File: config.mk
export PLATFORM = sky130hd
export DESIGN_NAME = draw_card_flat
export DESIGN_NICKNAME = d
export VERILOG_FILES = /design/src/rtl/draw_card_pkg.sv /design/src/rtl/draw_card_if.sv /design/src/rtl/draw_card_vga_delay.sv /design/src/rtl/draw_card.sv /design/src/flat_wrapper.sv
export SDC_FILE = /design/constraint.sdc
export NUM_CORES = 1
export LEC_CHECK = 0
export BUFFER_PORTS_ARGS = -buffer_cell sky130_fd_sc_hd__clkbuf_2
export CORE_MARGIN = 2
export CORE_UTILIZATION = 50
export DETAILED_ROUTE_END_ITERATION = 7
export HOLD_SLACK_MARGIN = 0.15
export PLACE_DENSITY = 0.71
export SLEW_MARGIN = 20
export SYNTH_ARGS = -nofsm -noshare
export SYNTH_HDL_FRONTEND = slang
export SYNTH_SLANG_ARGS = --single-unit
File: constraint.sdc
create_clock -name clk -period 3.1 [get_ports clk]
set_clock_uncertainty 0.2 [all_clocks]
set_input_delay 0.31 -clock clk [delete_from_list [all_inputs] [get_ports clk]]
set_output_delay 0.31 -clock clk [all_outputs]
set_load 0.05 [all_outputs]
File: src/rtl/draw_card_pkg.sv
// draw_card_pkg: shared definitions for the card overlay block.
//   DEF_CARD_W / DEF_CARD_H : default card bitmap size in pixels
//   VGA_DATA_W              : RGB444 pixel width carried in vga_t
//   TRANSPARENT_COLOR       : key colour used when DRAW_CARD_TRANSPARENT_EN is defined
//   vga_t                   : one pixel of the VGA stream (timing + colour)
//   in_span()               : unsigned half-open range test [start, start+len)
package draw_card_pkg;

  localparam int unsigned DEF_CARD_W = 64;
  localparam int unsigned DEF_CARD_H = 96;
  localparam int unsigned VGA_DATA_W = 12;

  localparam logic [VGA_DATA_W-1:0] TRANSPARENT_COLOR = 12'hF0F;

  typedef struct packed {
    logic [10:0]           hcount;
    logic [10:0]           vcount;
    logic                  hsync;
    logic                  vsync;
    logic                  hblnk;
    logic                  vblnk;
    logic [VGA_DATA_W-1:0] rgb;
  } vga_t;

  // 12-bit operands so start+len cannot wrap for 11-bit coordinates.
  function automatic logic in_span(input logic [11:0] p,
                                   input logic [11:0] start,
                                   input logic [11:0] len);
    return (p >= start) && (p < (start + len));
  endfunction

endpackage

File: src/rtl/draw_card_if.sv
// draw_card_if: card position request handshake.
//   xpos, ypos : requested card top-left corner
//   card_en    : requested visibility
//   pos_valid  : request strobe (requester -> draw_card)
//   pos_ready  : high when no update is pending (draw_card -> requester)
// Modports: master = requester, slave = draw_card.
interface draw_card_if;
  logic [10:0] xpos;
  logic [10:0] ypos;
  logic        card_en;
  logic        pos_valid;
  logic        pos_ready;

  modport master (output xpos, ypos, card_en, pos_valid, input pos_ready);
  modport slave  (input xpos, ypos, card_en, pos_valid, output pos_ready);
endinterface

File: src/rtl/draw_card_vga_delay.sv
// vga_delay: N-stage register pipe for vga_t, async active-low reset.
//   clk, rst_n : pixel clock, reset
//   vga_i      : stream in
//   vga_o      : stream delayed by N clocks
module vga_delay
  import draw_card_pkg::*;
#(
  parameter int unsigned N = 3
) (
  input  logic clk,
  input  logic rst_n,
  input  vga_t vga_i,
  output vga_t vga_o
);

  vga_t stage_q [N];

  always_ff @(posedge clk or negedge rst_n) begin
    if (!rst_n) begin
      for (int unsigned i = 0; i < N; i++) stage_q[i] <= '0;
    end else begin
      stage_q[0] <= vga_i;
      for (int unsigned i = 1; i < N; i++) stage_q[i] <= stage_q[i-1];
    end
  end

  assign vga_o = stage_q[N-1];

endmodule

File: src/rtl/draw_card.sv
// draw_card: overlays one card bitmap on the VGA stream.
//   clk, rst_n             : pixel clock, async active-low reset
//   hcount_in..rgb_in      : incoming stream
//   pos (draw_card_if)     : double-buffered position/visibility request
//   rom_addr / rom_pixel   : bitmap ROM, data valid one cycle after address
//   hcount_out..rgb_out    : stream delayed 3 clocks with card overlaid
// Optional feature: DRAW_CARD_TRANSPARENT_EN makes TRANSPARENT_COLOR pixels
// show the background.
module draw_card
  import draw_card_pkg::*;
#(
  parameter int unsigned ADDR_WIDTH = 13,
  parameter int unsigned DATA_WIDTH = 12,
  parameter int unsigned CARD_W     = DEF_CARD_W,
  parameter int unsigned CARD_H     = DEF_CARD_H
) (
  input  logic                  clk,
  input  logic                  rst_n,
  input  logic [10:0]           hcount_in,
  input  logic [10:0]           vcount_in,
  input  logic                  hsync_in,
  input  logic                  vsync_in,
  input  logic                  hblnk_in,
  input  logic                  vblnk_in,
  input  logic [DATA_WIDTH-1:0] rgb_in,
  draw_card_if.slave            pos,
  output logic [ADDR_WIDTH-1:0] rom_addr,
  input  logic [DATA_WIDTH-1:0] rom_pixel,
  output logic [10:0]           hcount_out,
  output logic [10:0]           vcount_out,
  output logic                  hsync_out,
  output logic                  vsync_out,
  output logic                  hblnk_out,
  output logic                  vblnk_out,
  output logic [DATA_WIDTH-1:0] rgb_out
);

  logic [10:0] sh_x_q, sh_x_d, sh_y_q, sh_y_d;
  logic        sh_en_q, sh_en_d, pend_q, pend_d;
  logic [10:0] act_x_q, act_x_d, act_y_q, act_y_d;
  logic        act_en_q, act_en_d;
  logic        vblnk_prev_q;

  logic [ADDR_WIDTH-1:0] rom_addr_q, rom_addr_d;
  logic                  hit_d, hit1_q, hit2_q, hit3_q;
  logic [DATA_WIDTH-1:0] pixel_q;
  logic [10:0]           dx, dy;
  logic                  key_hit, draw;
  vga_t                  vga_in, vga_dly;

  // A handshake is only possible with pend_q=0, and commit requires
  // pend_q=1, so the two branches never act in the same cycle.
  always_comb begin
    sh_x_d   = sh_x_q;
    sh_y_d   = sh_y_q;
    sh_en_d  = sh_en_q;
    pend_d   = pend_q;
    act_x_d  = act_x_q;
    act_y_d  = act_y_q;
    act_en_d = act_en_q;
    if (vblnk_in && !vblnk_prev_q && pend_q) begin
      act_x_d  = sh_x_q;
      act_y_d  = sh_y_q;
      act_en_d = sh_en_q;
      pend_d   = 1'b0;
    end
    if (pos.pos_valid && !pend_q) begin
      sh_x_d  = pos.xpos;
      sh_y_d  = pos.ypos;
      sh_en_d = pos.card_en;
      pend_d  = 1'b1;
    end
  end

  assign pos.pos_ready = ~pend_q;

  // Stage 1: hit test and ROM address from the current coordinates.
  always_comb begin
    hit_d = act_en_q
         && in_span({1'b0, hcount_in}, {1'b0, act_x_q}, 12'(CARD_W))
         && in_span({1'b0, vcount_in}, {1'b0, act_y_q}, 12'(CARD_H));
    dx = hcount_in - act_x_q;
    dy = vcount_in - act_y_q;
    rom_addr_d = '0;
    if (hit_d) rom_addr_d = ADDR_WIDTH'(32'(dy) * CARD_W + 32'(dx));
  end

  always_ff @(posedge clk or negedge rst_n) begin
    if (!rst_n) begin
      sh_x_q       <= '0;
      sh_y_q       <= '0;
      sh_en_q      <= 1'b0;
      pend_q       <= 1'b0;
      act_x_q      <= '0;
      act_y_q      <= '0;
      act_en_q     <= 1'b0;
      vblnk_prev_q <= 1'b0;
      rom_addr_q   <= '0;
      hit1_q       <= 1'b0;
      hit2_q       <= 1'b0;
      hit3_q       <= 1'b0;
      pixel_q      <= '0;
    end else begin
      sh_x_q       <= sh_x_d;
      sh_y_q       <= sh_y_d;
      sh_en_q      <= sh_en_d;
      pend_q       <= pend_d;
      act_x_q      <= act_x_d;
      act_y_q      <= act_y_d;
      act_en_q     <= act_en_d;
      vblnk_prev_q <= vblnk_in;
      rom_addr_q   <= rom_addr_d;
      hit1_q       <= hit_d;
      hit2_q       <= hit1_q;
      hit3_q       <= hit2_q;
      pixel_q      <= rom_pixel;
    end
  end

  assign rom_addr = rom_addr_q;

  assign vga_in = '{hcount: hcount_in, vcount: vcount_in, hsync: hsync_in,
                    vsync: vsync_in, hblnk: hblnk_in, vblnk: vblnk_in,
                    rgb: rgb_in};

  vga_delay #(.N(3)) u_vga_delay (
    .clk   (clk),
    .rst_n (rst_n),
    .vga_i (vga_in),
    .vga_o (vga_dly)
  );

`ifdef DRAW_CARD_TRANSPARENT_EN
  assign key_hit = (pixel_q == DATA_WIDTH'(TRANSPARENT_COLOR));
`else
  assign key_hit = 1'b0;
`endif

  // Blanking flags travel with the pixel, so the delayed copies gate the
  // same pixel the hit flag belongs to.
  assign draw = hit3_q && !vga_dly.hblnk && !vga_dly.vblnk && !key_hit;

  assign hcount_out = vga_dly.hcount;
  assign vcount_out = vga_dly.vcount;
  assign hsync_out  = vga_dly.hsync;
  assign vsync_out  = vga_dly.vsync;
  assign hblnk_out  = vga_dly.hblnk;
  assign vblnk_out  = vga_dly.vblnk;
  assign rgb_out    = draw ? pixel_q : vga_dly.rgb;

endmodule

File: src/flat_wrapper.sv
// flat-port wrapper written by rule: the top's interface ports become plain ports
module draw_card_flat import draw_card_pkg::*;
#(
  parameter int unsigned ADDR_WIDTH = 13,
  parameter int unsigned DATA_WIDTH = 12,
  parameter int unsigned CARD_W     = DEF_CARD_W,
  parameter int unsigned CARD_H     = DEF_CARD_H
)
  (clk, rst_n, hcount_in, vcount_in, hsync_in, vsync_in, hblnk_in, vblnk_in, rgb_in, rom_addr, rom_pixel, hcount_out, vcount_out, hsync_out, vsync_out, hblnk_out, vblnk_out, rgb_out, pos_xpos, pos_ypos, pos_card_en, pos_pos_valid, pos_pos_ready);
  draw_card_if pos_i ();
  input  logic clk;
  input  logic rst_n;
  input  logic [10:0] hcount_in;
  input  logic [10:0] vcount_in;
  input  logic hsync_in;
  input  logic vsync_in;
  input  logic hblnk_in;
  input  logic vblnk_in;
  input  logic [DATA_WIDTH-1:0] rgb_in;
  output logic [ADDR_WIDTH-1:0] rom_addr;
  input  logic [DATA_WIDTH-1:0] rom_pixel;
  output logic [10:0] hcount_out;
  output logic [10:0] vcount_out;
  output logic hsync_out;
  output logic vsync_out;
  output logic hblnk_out;
  output logic vblnk_out;
  output logic [DATA_WIDTH-1:0] rgb_out;
  input wire logic [$bits(pos_i.xpos)-1:0] pos_xpos;
  input wire logic [$bits(pos_i.ypos)-1:0] pos_ypos;
  input wire logic [$bits(pos_i.card_en)-1:0] pos_card_en;
  input wire logic [$bits(pos_i.pos_valid)-1:0] pos_pos_valid;
  output wire logic [$bits(pos_i.pos_ready)-1:0] pos_pos_ready;
  assign pos_i.xpos = pos_xpos;
  assign pos_i.ypos = pos_ypos;
  assign pos_i.card_en = pos_card_en;
  assign pos_i.pos_valid = pos_pos_valid;
  assign pos_pos_ready = pos_i.pos_ready;
  draw_card #(.ADDR_WIDTH(ADDR_WIDTH), .DATA_WIDTH(DATA_WIDTH), .CARD_W(CARD_W), .CARD_H(CARD_H)) u_core (.clk(clk), .rst_n(rst_n), .hcount_in(hcount_in), .vcount_in(vcount_in), .hsync_in(hsync_in), .vsync_in(vsync_in), .hblnk_in(hblnk_in), .vblnk_in(vblnk_in), .rgb_in(rgb_in), .pos(pos_i), .rom_addr(rom_addr), .rom_pixel(rom_pixel), .hcount_out(hcount_out), .vcount_out(vcount_out), .hsync_out(hsync_out), .vsync_out(vsync_out), .hblnk_out(hblnk_out), .vblnk_out(vblnk_out), .rgb_out(rgb_out));
endmodule
# Word-level counts from Yosys, hierarchy flattened
# Index checks and enable logic that the tools add are counted.
[classes]
n_lt_le_gt_ge = 4
muxes = 4
addsub = 5
bitwise_logic = 1
reduce_logical = 14
[op_table]
columns = ["cell", "count"]
rows = [
  ["adder 11 x 7 -> 12 bit (second input constant)", 2],
  ["less-than comparator 11 x 12 -> 1 bit", 2],
  ["greater-or-equal comparator 11 bit", 2],
  ["adder 13 x 11 -> 13 bit", 1],
  ["2-to-1 mux 13 bit", 1],
  ["2-to-1 mux 12 bit", 1],
  ["subtractor 11 bit", 1],
  ["logical AND 1 bit", 9],
  ["subtractor 7 bit", 1],
  ["logical NOT 1 bit", 4],
  ["2-to-1 mux 1 bit", 2],
  ["nonzero test 2 bit", 1],
  ["inverter 1 bit", 1],
]
[word_totals]
register_bits = 189
input_bits = 76
output_inout_bits = 52
elab_cells = 61

# Logic depth before layout (Yosys ltp)
[depth]
depth_word = 6
mapped_depth = 16
mapped_depth_nobuf = 16

# Hierarchy
# From an unflattened synthesis, not the netlist that was laid out.
[hier_totals]
cells_unflattened = 514
hier_area_um2 = 7447.1
[modules_own_cells]
columns = ["mod", "cells_per_inst", "area_per_inst_um2", "n_inst"]
rows = [
  ["draw_card", 362, 4309.1, 1],
  ["vga_delay", 152, 3138.0, 1],
]

# Worst setup path after synthesis
# Ideal clock, no wire load.
[synth_path]
kind = "input port to flip-flop"
startpoint = "input port hcount_in[0]"
endpoint = "register u_core.rom_addr_q[12], in the netlist u_core.rom_addr[12]"
arrival_time_ps = 2845
path_buffers = 0
t_required_ps = 2772
stages = 16
setup_slack_ps = -73
path_cell_list = "inv_1 ha_1 inv_1 fa_1 a21o_1 a221oi_2 xnor2_1 ha_1 inv_1 fa_1 nor2b_1 o21a_1 o21ai_0 a32oi_1 xnor2_1 nor3_1"
[synth_between]
elab_chain_cells = 5
[synth_rtl]
columns = ["element", "line_no", "text"]
rows = [
  ["start, declared", "flat_wrapper.sv:13", "input logic [10:0] hcount_in;"],
  ["parallel branches: the longest is 4 deep, another holds adder 13 x 11 -> 13 bit", "-", ""],
  ["2-to-1 mux 13 bit (*)", "draw_card.sv:85", "if (hit_d) rom_addr_d = ADDR_WIDTH'(32'(dy) * CARD_W + 32'(dx));"],
  ["net u_core.rom_addr_d[12]", "draw_card.sv:44", "logic [ADDR_WIDTH-1:0] rom_addr_q, rom_addr_d;"],
  ["end signal, assigned", "draw_card.sv:112", "rom_addr_q <= rom_addr_d;"],
  ["end, declared", "draw_card.sv:44", ""],
]
# Mark *: on every way through the listed nets, which the timed path passes.
# A chain may end at the register's enable or synchronous reset.

# Final worst setup path
[layout_path]
startpoint = "register u_core.act_x_q[0]"
endpoint = "register u_core.rom_addr_q[10], in the netlist u_core.rom_addr[10]"
[layout_between]
elab_chain_cells = 6
[layout_rtl]
columns = ["element", "line_no", "text"]
rows = [
  ["start, declared", "draw_card.sv:40", "logic [10:0] act_x_q, act_x_d, act_y_q, act_y_d;"],
  ["start signal, assigned", "draw_card.sv:108", "act_x_q <= act_x_d;"],
  ["adder 11 x 7 -> 12 bit", "draw_card_pkg.sv:29", "return (p >= start) && (p < (start + len));"],
  ["less-than comparator 11 x 12 -> 1 bit", "draw_card_pkg.sv:29", ""],
  ["logical AND 1 bit", "draw_card_pkg.sv:29", ""],
  ["logical AND 1 bit", "draw_card.sv:80", "&& in_span({1'b0, hcount_in}, {1'b0, act_x_q}, 12'(CARD_W))"],
  ["logical AND 1 bit", "draw_card.sv:81", "&& in_span({1'b0, vcount_in}, {1'b0, act_y_q}, 12'(CARD_H));"],
  ["2-to-1 mux 13 bit (*)", "draw_card.sv:85", ""],
  ["net u_core.rom_addr_d[10]", "draw_card.sv:44", ""],
]
# The timed path passes the listed nets; every way through them passes the cells marked *.

==> results_dict.tcl <==
set metrics [dict create \
    status "finished, violations left" \
    violations "negative setup slack" \
    cts.sinks 189 \
    met2_usage_pct 31.7 \
    synth_seq_cells 189 \
    slew_headroom_pct 50.0 \
    cts_buffer_depth 2 \
    met1_usage_pct 25.4 \
    grt_overflow 0 \
    slowest_delay_ps 360 \
    routed_wl_mm 14.3 \
    worstPathMaxFanout 2 \
    core-area_sq_um 14400 \
    drcViolationCount 0 \
    cts_buffers 17 \
    drt_iter0_markers 236 \
    ctsHtreeMaxLevel 4 \
    dpl.hpwl_mm 9.30 \
    drv_slew 0 \
    layout-drive-gt1-share_pct 39.3 \
    rows 44 \
    crit_family "adder cells" \
    worst_setup_hold_path_clk_slew_ps 60 \
    cts-root-buf "clkbuf_16" \
    vias 4563 \
    cpMostUsedCell "buf_4" \
    grt_usage_pct 19.4 \
    yosysWarnings 0 \
    hold_path.class "reg2reg" \
    finalNonFillerCells 930 \
    yosysSeqAreaShare_pct 64.6 \
    grt_antenna_before_repair 0 \
    period_share_pct 108 \
    min_period_ps 3350 \
    syn-num-nets 620 \
    initial_core_util_pct 50.7 \
    worstPathRequired_ps 3180 \
    die-area_sq_um 15600 \
    hold_viol 0 \
    end_kind "flop" \
    setup_slack_ps -247 \
    power.total_uw 8800 \
    diodes 0 \
    crit_type "reg2reg" \
    worstMarginPinSlew_ps 750 \
    synthCells 501 \
    port_buffers 127 \
    viasPerCell 4.91 \
    dp_cells 802 \
    place.gp.congestion 0.840 \
    nFillCells 1000 \
    mostFrequentLayoutCells "dfrtp_1 (189), clkbuf_2 (126), dlygate4sd3_1 (83)" \
    globalRouteMet3Util_pct 4.92 \
    netlist_area_sq_um 7320 \
    p_leak_uw 0.00468 \
    grt_pass1_vias 4977 \
    power.density_nw_per_um2 893 \
    post_drt_wl_per_cell_microns 15.3 \
    insertion_delay_ps 420 \
    max_freq_ghz 0.299 \
    fin_util_pct 68.3 \
    cap_viol_max_count 0 \
    crit_buf_inv 4 \
    rsz0062_at_grt "yes" \
    cts_tree "built" \
    firstDrtPassIters 4 \
    final_common_cell "dfrtp_1" \
    area_growth_pct 34.7 \
    arrival_ps 3420 \
    die_y_microns 125 \
    grt_max_degree 97 \
    worstSetupStartpointType "flop" \
    finalSetupTns_ps -616 \
    vdd_drop_max_mv 0.436 \
    nets 852 \
    io_pins 128 \
    grt_pass1_wl_mm 24.0 \
    drtAntennaViolNets 0 \
    dieWidth_microns 125 \
    syn_area_per_cell_sq_um 14.6 \
    cp_cell_sequence "ha_2 -> inv_2 -> fa_2 -> a21o_1 -> a221oi_2 -> buf_4 -> o21ai_4 -> xor2_1 -> ha_1 -> nor2b_2 -> o21a_1 -> buf_4 -> buf_6 -> nor3_2 -> nor4b_2" \
    setup_viol 4 \
    gr-max-usage-layer "met2" \
    yosysUniqueCellTypes 47 \
    critPathSlowestCell "dfrtp_1" \
]
-- registers in the layout, summed over array words and instances, names as in the netlist --
name,flops
u_core.u_vga_delay.stage_q,75
u_core.sh_en_q,1
u_core.pixel_q,12
u_core.sh_y_q,11
u_core.u_vga_delay.vga_o,38
u_core.act_x_q,11
u_core.vblnk_prev_q,1
u_core.hit3_q,1
u_core.hit1_q,1
u_core.act_y_q,11
u_core.act_en_q,1
u_core.sh_x_q,11
u_core.hit2_q,1
u_core.rom_addr,13
u_core.pend_q,1
-- cell usage after synthesis (all sizes together) --
master   count  share of area [%]
mux2        58                8.9
dfrtp      189                 65
nor4         1              0.086
clkbuf       7               0.36
nand3b       1               0.10
inv         37                1.9
nor3        18                1.9
o21ai       11               0.80
nor2         5               0.26
a32oi        1               0.12
a2111oi      1               0.12
nand2b       4               0.34
a221oi       2               0.32
o211ai       4               0.60
nor3b        2               0.21
or3          1              0.086
o21bai       2               0.21
fa           3               0.82
nand3        8               0.55
o2111ai      2               0.24
a21o         7               0.74
o21a         5               0.51
ha          40                6.8
o31a         1               0.12
nand2        7               0.36
and3         1              0.086
or2          1              0.086
a211oi       6               0.79
o2111a       1               0.15
and2b        1               0.12
a31o         1               0.12
nand4        3               0.26
nor2b        7               0.60
a21oi       13               0.89
buf         24                2.6
nor4b        1               0.21
o31ai        2               0.21
xnor2       18                2.2
xor2         5               0.60
-- routing by layer --
metal | share of wire (%) | wire length, microns | vias to the layer above
li1 | - | - | 2162
met1 | 44 | 6250 | 2262
met2 | 49 | 7040 | 122
met3 | 5.0 | 718 | 17
met4 | 1.7 | 243 | 0
met5 | 0 | 0 | -
-- per-stage QoR --
stage / hold WS (ps) / worst slack [ps] / instance area (sq um)
2_1_floorplan: -186 / -53.2 / 7320
6_report: 141 / -247 / 9850
4_1_cts: 150 / -183 / 9720
5_1_grt: 153 / -433 / 9850
3_3_place_gp: 131 / -304 / 8170
3_5_place_dp: 135 / -423 / 8170
-- path summary, 6_finish.rpt --
path | startpoint | end | slack, ps | depth (start not counted)
max in group asynchronous | rst_n | u_core.u_vga_delay.stage_q[78] | 1640 | 3
setup / recovery | u_core.act_x_q[0] | u_core.rom_addr[10] | -250 | 15
setup reg to reg | u_core.act_x_q[0] | u_core.rom_addr[10] | -250 | 15
hold / removal | u_core.u_vga_delay.stage_q[110] | u_core.u_vga_delay.stage_q[72] | 140 | 0
min in group asynchronous | rst_n | u_core.rom_addr[5] | 330 | 2
hold reg to reg | u_core.u_vga_delay.stage_q[110] | u_core.u_vga_delay.stage_q[72] | 140 | 0
-- final cells by class --
| cell class | count | area, sq um | area share, % |
|---|---|---|---|
| Timing Repair Buffer | 244 | 1760 | 17.9 |
| Tap cell | 184 | 230 | 2.34 |
| Clock buffer | 20 | 457 | 4.64 |
| Sequential cell | 189 | 4730 | 48.0 |
| Clock inverter | 12 | 181 | 1.84 |
| Multi-Input combinational cell | 244 | 2350 | 23.9 |
| Inverter | 37 | 139 | 1.41 |
-- cells by family (layout without fill, tap and decap cells) --
family	count (synthesis)	in the layout	share of synthesized area [%]
mux	58	58	8.93
xor+xnor	23	23	2.75
compound gates	59	59	5.93
simple gates	61	61	5.25
fa+ha+maj	43	43	7.66
flops	189	189	64.6
buf+inv	68	313	4.82
-- where the power goes --
| group | leakage (uW) | total (uW) | internal (uW) | switching, uW |
|---|---|---|---|---|
| Sequential | 0.00224 | 2980 | 2790 | 189 |
| Clock | 0.000317 | 2310 | 1400 | 907 |
| Combinational | 0.00212 | 3510 | 1720 | 1790 |
| Total | 0.00468 | 8800 | 5910 | 2890 |
-- timing repair --
item / CTS / global route
setup endpoints to repair: 3 / 5
buffers inserted: 5 / 8
hold buffers: 83 / 0
endpoints found under the hold margin: 176 / 0
resized for setup: 14 / 13
pin swaps: 17 / 21
Power figures use the tool's default switching activity.
